===== src/rtl/pc_fetch_unit_if.sv =====
// Fetch-stage bus between the pipeline and the PC/fetch sequencer.
// The master drives redirect/flow-control requests; the slave returns fetch status.
interface pc_fetch_unit_if #(
  parameter int XLEN  = 32,
  parameter int CNT_W = 32
);
  logic             PC_STALL;
  logic             IMEM_READY;
  logic             TRAP_VALID;
  logic [XLEN-1:0]  TRAP_VEC;
  logic             MRET_VALID;
  logic [XLEN-1:0]  MRET_EPC;
  logic             BR_VALID;
  logic [XLEN-1:0]  BR_TARGET;
  logic [XLEN-1:0]  PC_COUNT;
  logic [XLEN-1:0]  PC_PLUS_INC;
  logic             FETCH_VALID;
  logic             MISALIGN;
  logic [XLEN-1:0]  MISALIGN_ADDR;
  logic [CNT_W-1:0] FETCH_CNT;

  modport master (
    output PC_STALL, IMEM_READY, TRAP_VALID, TRAP_VEC, MRET_VALID, MRET_EPC,
           BR_VALID, BR_TARGET,
    input  PC_COUNT, PC_PLUS_INC, FETCH_VALID, MISALIGN, MISALIGN_ADDR, FETCH_CNT
  );

  modport slave (
    input  PC_STALL, IMEM_READY, TRAP_VALID, TRAP_VEC, MRET_VALID, MRET_EPC,
           BR_VALID, BR_TARGET,
    output PC_COUNT, PC_PLUS_INC, FETCH_VALID, MISALIGN, MISALIGN_ADDR, FETCH_CNT
  );
endinterface


===== src/rtl/pc_fetch_unit.sv =====
// Program counter with prioritised redirects (trap > mret > branch), backpressure
// handling, misaligned-target trapping into HALT, and a saturating fetch counter.
//
// state | meaning
// BOOT  | single cycle after reset release, no fetch, redirects ignored
// RUN   | fetching; PC advances on accepted fetch or redirect
// HALT  | parked after a misaligned redirect; only a trap restarts fetching
module pc_fetch_unit #(
  parameter int              XLEN      = 32,
  parameter logic [XLEN-1:0] RESET_VEC = '0,
  parameter int              INC       = 4,
  parameter int              CNT_W     = 32
) (
  input  logic          clk,
  input  logic          RST_N,
  pc_fetch_unit_if.slave bus
);

  localparam int ALIGN_W = (INC == 2) ? 1 : 2;

  typedef enum logic [1:0] {BOOT, RUN, HALT} state_t;

  state_t           r_state;
  logic [XLEN-1:0]  r_pc;
  logic             r_fetch_valid;
  logic             r_misalign;
  logic [XLEN-1:0]  r_misalign_addr;
  logic [CNT_W-1:0] r_fetch_cnt;

  logic [XLEN-1:0]  w_pc_plus_inc;
  logic [XLEN-1:0]  w_trap_tgt;
  logic [XLEN-1:0]  w_redir_tgt;
  logic             w_redir_mis;
  logic             w_accept;

  assign w_pc_plus_inc = r_pc + XLEN'(INC);
  assign w_trap_tgt    = {bus.TRAP_VEC[XLEN-1:ALIGN_W], {ALIGN_W{1'b0}}};
  // mret outranks branch, so only the winning non-trap target is alignment-checked
  assign w_redir_tgt   = bus.MRET_VALID ? bus.MRET_EPC : bus.BR_TARGET;
  assign w_redir_mis   = |w_redir_tgt[ALIGN_W-1:0];
  assign w_accept      = (r_state == RUN) && r_fetch_valid && bus.IMEM_READY && !bus.PC_STALL;

  always_ff @(posedge clk or negedge RST_N) begin
    if (!RST_N) begin
      r_state         <= BOOT;
      r_pc            <= RESET_VEC;
      r_fetch_valid   <= 1'b0;
      r_misalign      <= 1'b0;
      r_misalign_addr <= '0;
      r_fetch_cnt     <= '0;
    end else begin
      r_misalign <= 1'b0;
      if (w_accept && (r_fetch_cnt != {CNT_W{1'b1}}))
        r_fetch_cnt <= r_fetch_cnt + CNT_W'(1);

      case (r_state)
        BOOT: begin
          r_state       <= RUN;
          r_fetch_valid <= 1'b1;
        end
        RUN: begin
          if (bus.TRAP_VALID) begin
            r_pc <= w_trap_tgt;
          end else if (bus.MRET_VALID || bus.BR_VALID) begin
            if (w_redir_mis) begin
              r_misalign      <= 1'b1;
              r_misalign_addr <= w_redir_tgt;
              r_state         <= HALT;
              r_fetch_valid   <= 1'b0;
            end else begin
              r_pc <= w_redir_tgt;
            end
          end else if (w_accept) begin
            r_pc <= w_pc_plus_inc;
          end
        end
        HALT: begin
          if (bus.TRAP_VALID) begin
            r_pc          <= w_trap_tgt;
            r_state       <= RUN;
            r_fetch_valid <= 1'b1;
          end
        end
        default: begin
          r_state       <= BOOT;
          r_fetch_valid <= 1'b0;
        end
      endcase
    end
  end

  assign bus.PC_COUNT      = r_pc;
  assign bus.PC_PLUS_INC   = w_pc_plus_inc;
  assign bus.FETCH_VALID   = r_fetch_valid;
  assign bus.MISALIGN      = r_misalign;
  assign bus.MISALIGN_ADDR = r_misalign_addr;
  assign bus.FETCH_CNT     = r_fetch_cnt;

endmodule


===== src/flat_wrapper.sv =====
// flat-port wrapper written by rule: the top's interface ports become plain ports
module pc_fetch_unit_flat 
#(
  parameter int              XLEN      = 32,
  parameter logic [XLEN-1:0] RESET_VEC = '0,
  parameter int              INC       = 4,
  parameter int              CNT_W     = 32
)
  (clk, RST_N, bus_PC_STALL, bus_IMEM_READY, bus_TRAP_VALID, bus_TRAP_VEC, bus_MRET_VALID, bus_MRET_EPC, bus_BR_VALID, bus_BR_TARGET, bus_PC_COUNT, bus_PC_PLUS_INC, bus_FETCH_VALID, bus_MISALIGN, bus_MISALIGN_ADDR, bus_FETCH_CNT);
  pc_fetch_unit_if #(.XLEN(XLEN), .CNT_W(CNT_W)) bus_i ();
  input  logic clk;
  input  logic RST_N;
  input wire logic [$bits(bus_i.PC_STALL)-1:0] bus_PC_STALL;
  input wire logic [$bits(bus_i.IMEM_READY)-1:0] bus_IMEM_READY;
  input wire logic [$bits(bus_i.TRAP_VALID)-1:0] bus_TRAP_VALID;
  input wire logic [$bits(bus_i.TRAP_VEC)-1:0] bus_TRAP_VEC;
  input wire logic [$bits(bus_i.MRET_VALID)-1:0] bus_MRET_VALID;
  input wire logic [$bits(bus_i.MRET_EPC)-1:0] bus_MRET_EPC;
  input wire logic [$bits(bus_i.BR_VALID)-1:0] bus_BR_VALID;
  input wire logic [$bits(bus_i.BR_TARGET)-1:0] bus_BR_TARGET;
  output wire logic [$bits(bus_i.PC_COUNT)-1:0] bus_PC_COUNT;
  output wire logic [$bits(bus_i.PC_PLUS_INC)-1:0] bus_PC_PLUS_INC;
  output wire logic [$bits(bus_i.FETCH_VALID)-1:0] bus_FETCH_VALID;
  output wire logic [$bits(bus_i.MISALIGN)-1:0] bus_MISALIGN;
  output wire logic [$bits(bus_i.MISALIGN_ADDR)-1:0] bus_MISALIGN_ADDR;
  output wire logic [$bits(bus_i.FETCH_CNT)-1:0] bus_FETCH_CNT;
  assign bus_i.PC_STALL = bus_PC_STALL;
  assign bus_i.IMEM_READY = bus_IMEM_READY;
  assign bus_i.TRAP_VALID = bus_TRAP_VALID;
  assign bus_i.TRAP_VEC = bus_TRAP_VEC;
  assign bus_i.MRET_VALID = bus_MRET_VALID;
  assign bus_i.MRET_EPC = bus_MRET_EPC;
  assign bus_i.BR_VALID = bus_BR_VALID;
  assign bus_i.BR_TARGET = bus_BR_TARGET;
  assign bus_PC_COUNT = bus_i.PC_COUNT;
  assign bus_PC_PLUS_INC = bus_i.PC_PLUS_INC;
  assign bus_FETCH_VALID = bus_i.FETCH_VALID;
  assign bus_MISALIGN = bus_i.MISALIGN;
  assign bus_MISALIGN_ADDR = bus_i.MISALIGN_ADDR;
  assign bus_FETCH_CNT = bus_i.FETCH_CNT;
  pc_fetch_unit #(.XLEN(XLEN), .RESET_VEC(RESET_VEC), .INC(INC), .CNT_W(CNT_W)) u_core (.clk(clk), .RST_N(RST_N), .bus(bus_i));
endmodule

===== config.mk =====
export PLATFORM = sky130hd
export DESIGN_NAME = pc_fetch_unit_flat
export DESIGN_NICKNAME = d
export VERILOG_FILES = /design/src/rtl/pc_fetch_unit_if.sv /design/src/rtl/pc_fetch_unit.sv /design/src/flat_wrapper.sv
export SDC_FILE = /design/constraint.sdc
export NUM_CORES = 1
export LEC_CHECK = 0
export BUFFER_PORTS_ARGS = -buffer_cell sky130_fd_sc_hd__buf_2
export CORE_MARGIN = 1.5
export CORE_UTILIZATION = 31
export DETAILED_ROUTE_END_ITERATION = 6
export SLEW_MARGIN = 10
export SYNTH_ARGS = -nofsm -noshare
export SYNTH_HDL_FRONTEND = slang
export SYNTH_SLANG_ARGS = --single-unit

===== constraint.sdc =====
create_clock -name clk -period 3.18 [get_ports clk]
set_input_delay 0.159 -clock clk [delete_from_list [all_inputs] [get_ports clk]]
set_output_delay 0.159 -clock clk [all_outputs]
set_load 0.02 [all_outputs]

==> results.cfg <==
[status]
status = complete, but fails checks
violations = design-rule violations

[yosys]
yosysSeqAreaShare_pct = 42.88
avgSynthCellArea_sq_um = 9.055
synth_most_common_cell = dfrtp_1
yosys.cell_types.count = 57
yosys_warnings = 0
yosys.area.top_type = dfrtp_1
ys_top_cells_by_area = dfrtp_1 (43%), nand2_1 (6.3%), xnor2_1 (6.1%)
synth_area_sq_mm = 0.005777
synthCells = 638
ys_seq_elements = 99
synth_top_cell_area_share_pct = 42.88
synth-edff-count = 0
synth_flop_cell = dfrtp_1
syn_nets = 747
synth_common_cells = dfrtp_1 (99), nand2_1 (97), o21ai_0 (56)
async_flop_share_pct = 100.0

[worst_setup_path]
end_kind = primary output
worstSetupPathType = register to primary output
r2r_setup_slack_ns = 0.69
worstPathMaxFanout = 7
cp-start-kind = register
reg2reg_from = u_core.bus.PC_COUNT[2]$_DFFE_PN0P_
r2r_end = u_core.bus.PC_COUNT[26]$_DFFE_PN0P_
worstPathArrival_ns = 2.68
critPathRequiredTime_ns = 3.02
r2r_cells = 6

[sta]
grt_setup_unrepaired = no
min_period_ns = 2.835
whs_ns = 0.08048
skew_ns = 0.007687
hold_viol = 0
setup_tns_ns = 0
period_share_pct = 89.15
relSlewSlack_pct = 48.89
tightest_slew_ns = 0.7667
slew_violations = 0
maxClockFrequency_ghz = 0.3527
setup_slack_ns = 0.3451
finalSetupViolCount = 0

[routing]
drt_pass1_iterations = 7
ant_nets = 0
remaining_drc_errors = 23
dr.first_iter.drc_count = 287
drt_wl_total_um = 19190
routed_via_density = 5.165
avgRoutedWirePerCell_um = 17.68
vias = 5604

[cts]
cts-root-buf = clkbuf_16
clk_path_buf_depth = 2
clk_latency_ns = 0.35
clock_sinks = 99
clk_pin_slew_ns = 0.07
cts_setup_buffers = 0
htree_levels = 3
cts_resized = 0
cts_made_buffers = 9
cts_tree = done

[power]
max-vdd-ir-drop_mv = 0.3641
total_power_mw = 6.552
leakagePower_nw = 3.724
power_density_mw_per_mm2 = 880.0

[hold_path]
hold_depth = 3
min_path_type = input port to register
hold_end = u_core.bus.PC_COUNT[3]$_DFFE_PN0P_
min_from = bus_TRAP_VEC[3]

[global_routing]
grt-ovfl-total = 0
grtUsageTotal_pct = 19.74
grt_antenna_before_repair = 1
grt_first_pass_wirelength_um = 30350
grt_start_max_net_pins = 44
grt_pass1_vias = 5448

[floorplan]
core_region_area_sq_mm = 0.01815
die-area_sq_mm = 0.01946
die_x_um = 139.5
io_pins = 233
placementRows = 49
die_y_um = 139.5
initial_utilization_pct = 31.83

[placed_design]
dpl_cell_area_sq_mm = 0.007152
dpl_worst_slack_ns = 0.6602
hpwl_um = 14400
gp_congestion = 0.8146
dp.cells = 1070
io_buffers = 230

[cells_and_area]
final_nets = 962
final_util_pct = 41.03
insertedDiodeCount = 0
syn2layout_area_growth_pct = 28.89
design_area_sq_mm = 0.007446
drive_above_1_share_pct = 33.29
fillers = 1863
fin_cells = 1085

[flow_run]
maxCapViolations = 0
[area by class of cell]
class | count | area (sq um) | area share, %
tap | 229 | 286.5 | 3.848
timing repair buffer | 245 | 1269 | 17.04
multi-input combinational | 484 | 3077 | 41.32
inverter | 14 | 52.55 | 0.7058
clock buffer | 12 | 246.5 | 3.310
clock inverter | 2 | 37.54 | 0.5041
sequential | 99 | 2477 | 33.27
[sequential cells by signal (all words and copies together) (netlist names)]
register / cells
u_core.bus.FETCH_CNT: 32
u_core.bus.MISALIGN_ADDR: 32
u_core.bus.PC_COUNT: 32
u_core.r_state: 2
u_core.bus.MISALIGN: 1
[worst max-delay path by stage]
stage	start	endpoint	slack [ns]	depth (start not counted)
after floorplan	u_core.r_state[0]$_DFFE_PN0P_	u_core.bus.FETCH_CNT[16]$_DFFE_PN0P_	0.89	7
after global placement	u_core.bus.PC_COUNT[7]$_DFFE_PN0P_	bus_PC_PLUS_INC[27]	0.72	5
after detailed placement	u_core.bus.PC_COUNT[7]$_DFFE_PN0P_	bus_PC_PLUS_INC[27]	0.66	5
after CTS	u_core.bus.PC_COUNT[7]$_DFFE_PN0P_	bus_PC_PLUS_INC[27]	0.27	5
after global routing	u_core.bus.PC_COUNT[7]$_DFFE_PN0P_	bus_PC_PLUS_INC[27]	0.23	5
final	u_core.bus.PC_COUNT[7]$_DFFE_PN0P_	bus_PC_PLUS_INC[27]	0.35	5
[layer usage]
layer | track usage [%] | vias to the layer above | routed length, um
li1 | - | 2703 | -
met1 | 24.80 | 2669 | 7954
met2 | 33.91 | 214 | 9489
met3 | 4.783 | 18 | 1456
met4 | 5.095 | 0 | 286
met5 | 0 | - | 0
[where the power goes]
part / internal, mW / switching, mW / total [mW] / leakage (nW)
Combinational: 1.14 / 2.13 / 3.28 / 2.33
Clock: 0.625 / 0.481 / 1.11 / 0.135
Sequential: 1.70 / 0.473 / 2.17 / 1.26
[timing repair]
item,in CTS,in global routing
endpoints found under the setup margin,0,0
endpoints found under the hold margin,41,0
hold buffers,1,0
[worst max-delay path, stage by stage, from the launching register on]
cell	delay, ns
dfrtp_1	0.47
and4_1	0.33
nand3_1	0.34
or4_1	0.71
xnor2_1	0.26
buf_2	0.22
[placed cells by master (no fill, tap or decap), types with 9 or more instances in the layout]
cell / count
inv_1: 13
mux2i_1: 23
a21oi_1: 22
o2bb2ai_1: 11
nand4_1: 23
o21ai_0: 56
xnor2_1: 40
clkbuf_16: 9
nor2_1: 41
and4_1: 9
xor2_1: 16
mux2_2: 11
dfrtp_1: 99
buf_4: 15
nand3_1: 28
nand2_1: 97
and3_1: 20
buf_2: 229
[cells by family (layout without fill, tap and decap cells)]
family                     count (synthesis)  count (layout)  synth area share, %
DFF                                       99              99                42.89
AOI/OAI and AO/OA                        128             128                14.06
adders and majority gates                  6               6                1.300
buffers and inverters                     55             273                3.985
and+or+nand+nor                          258             258                22.76
muxes                                     36              36                6.519
xor gates and xnor gates                  56              56                8.490
Note: power is estimated with default switching activity, not from simulation.
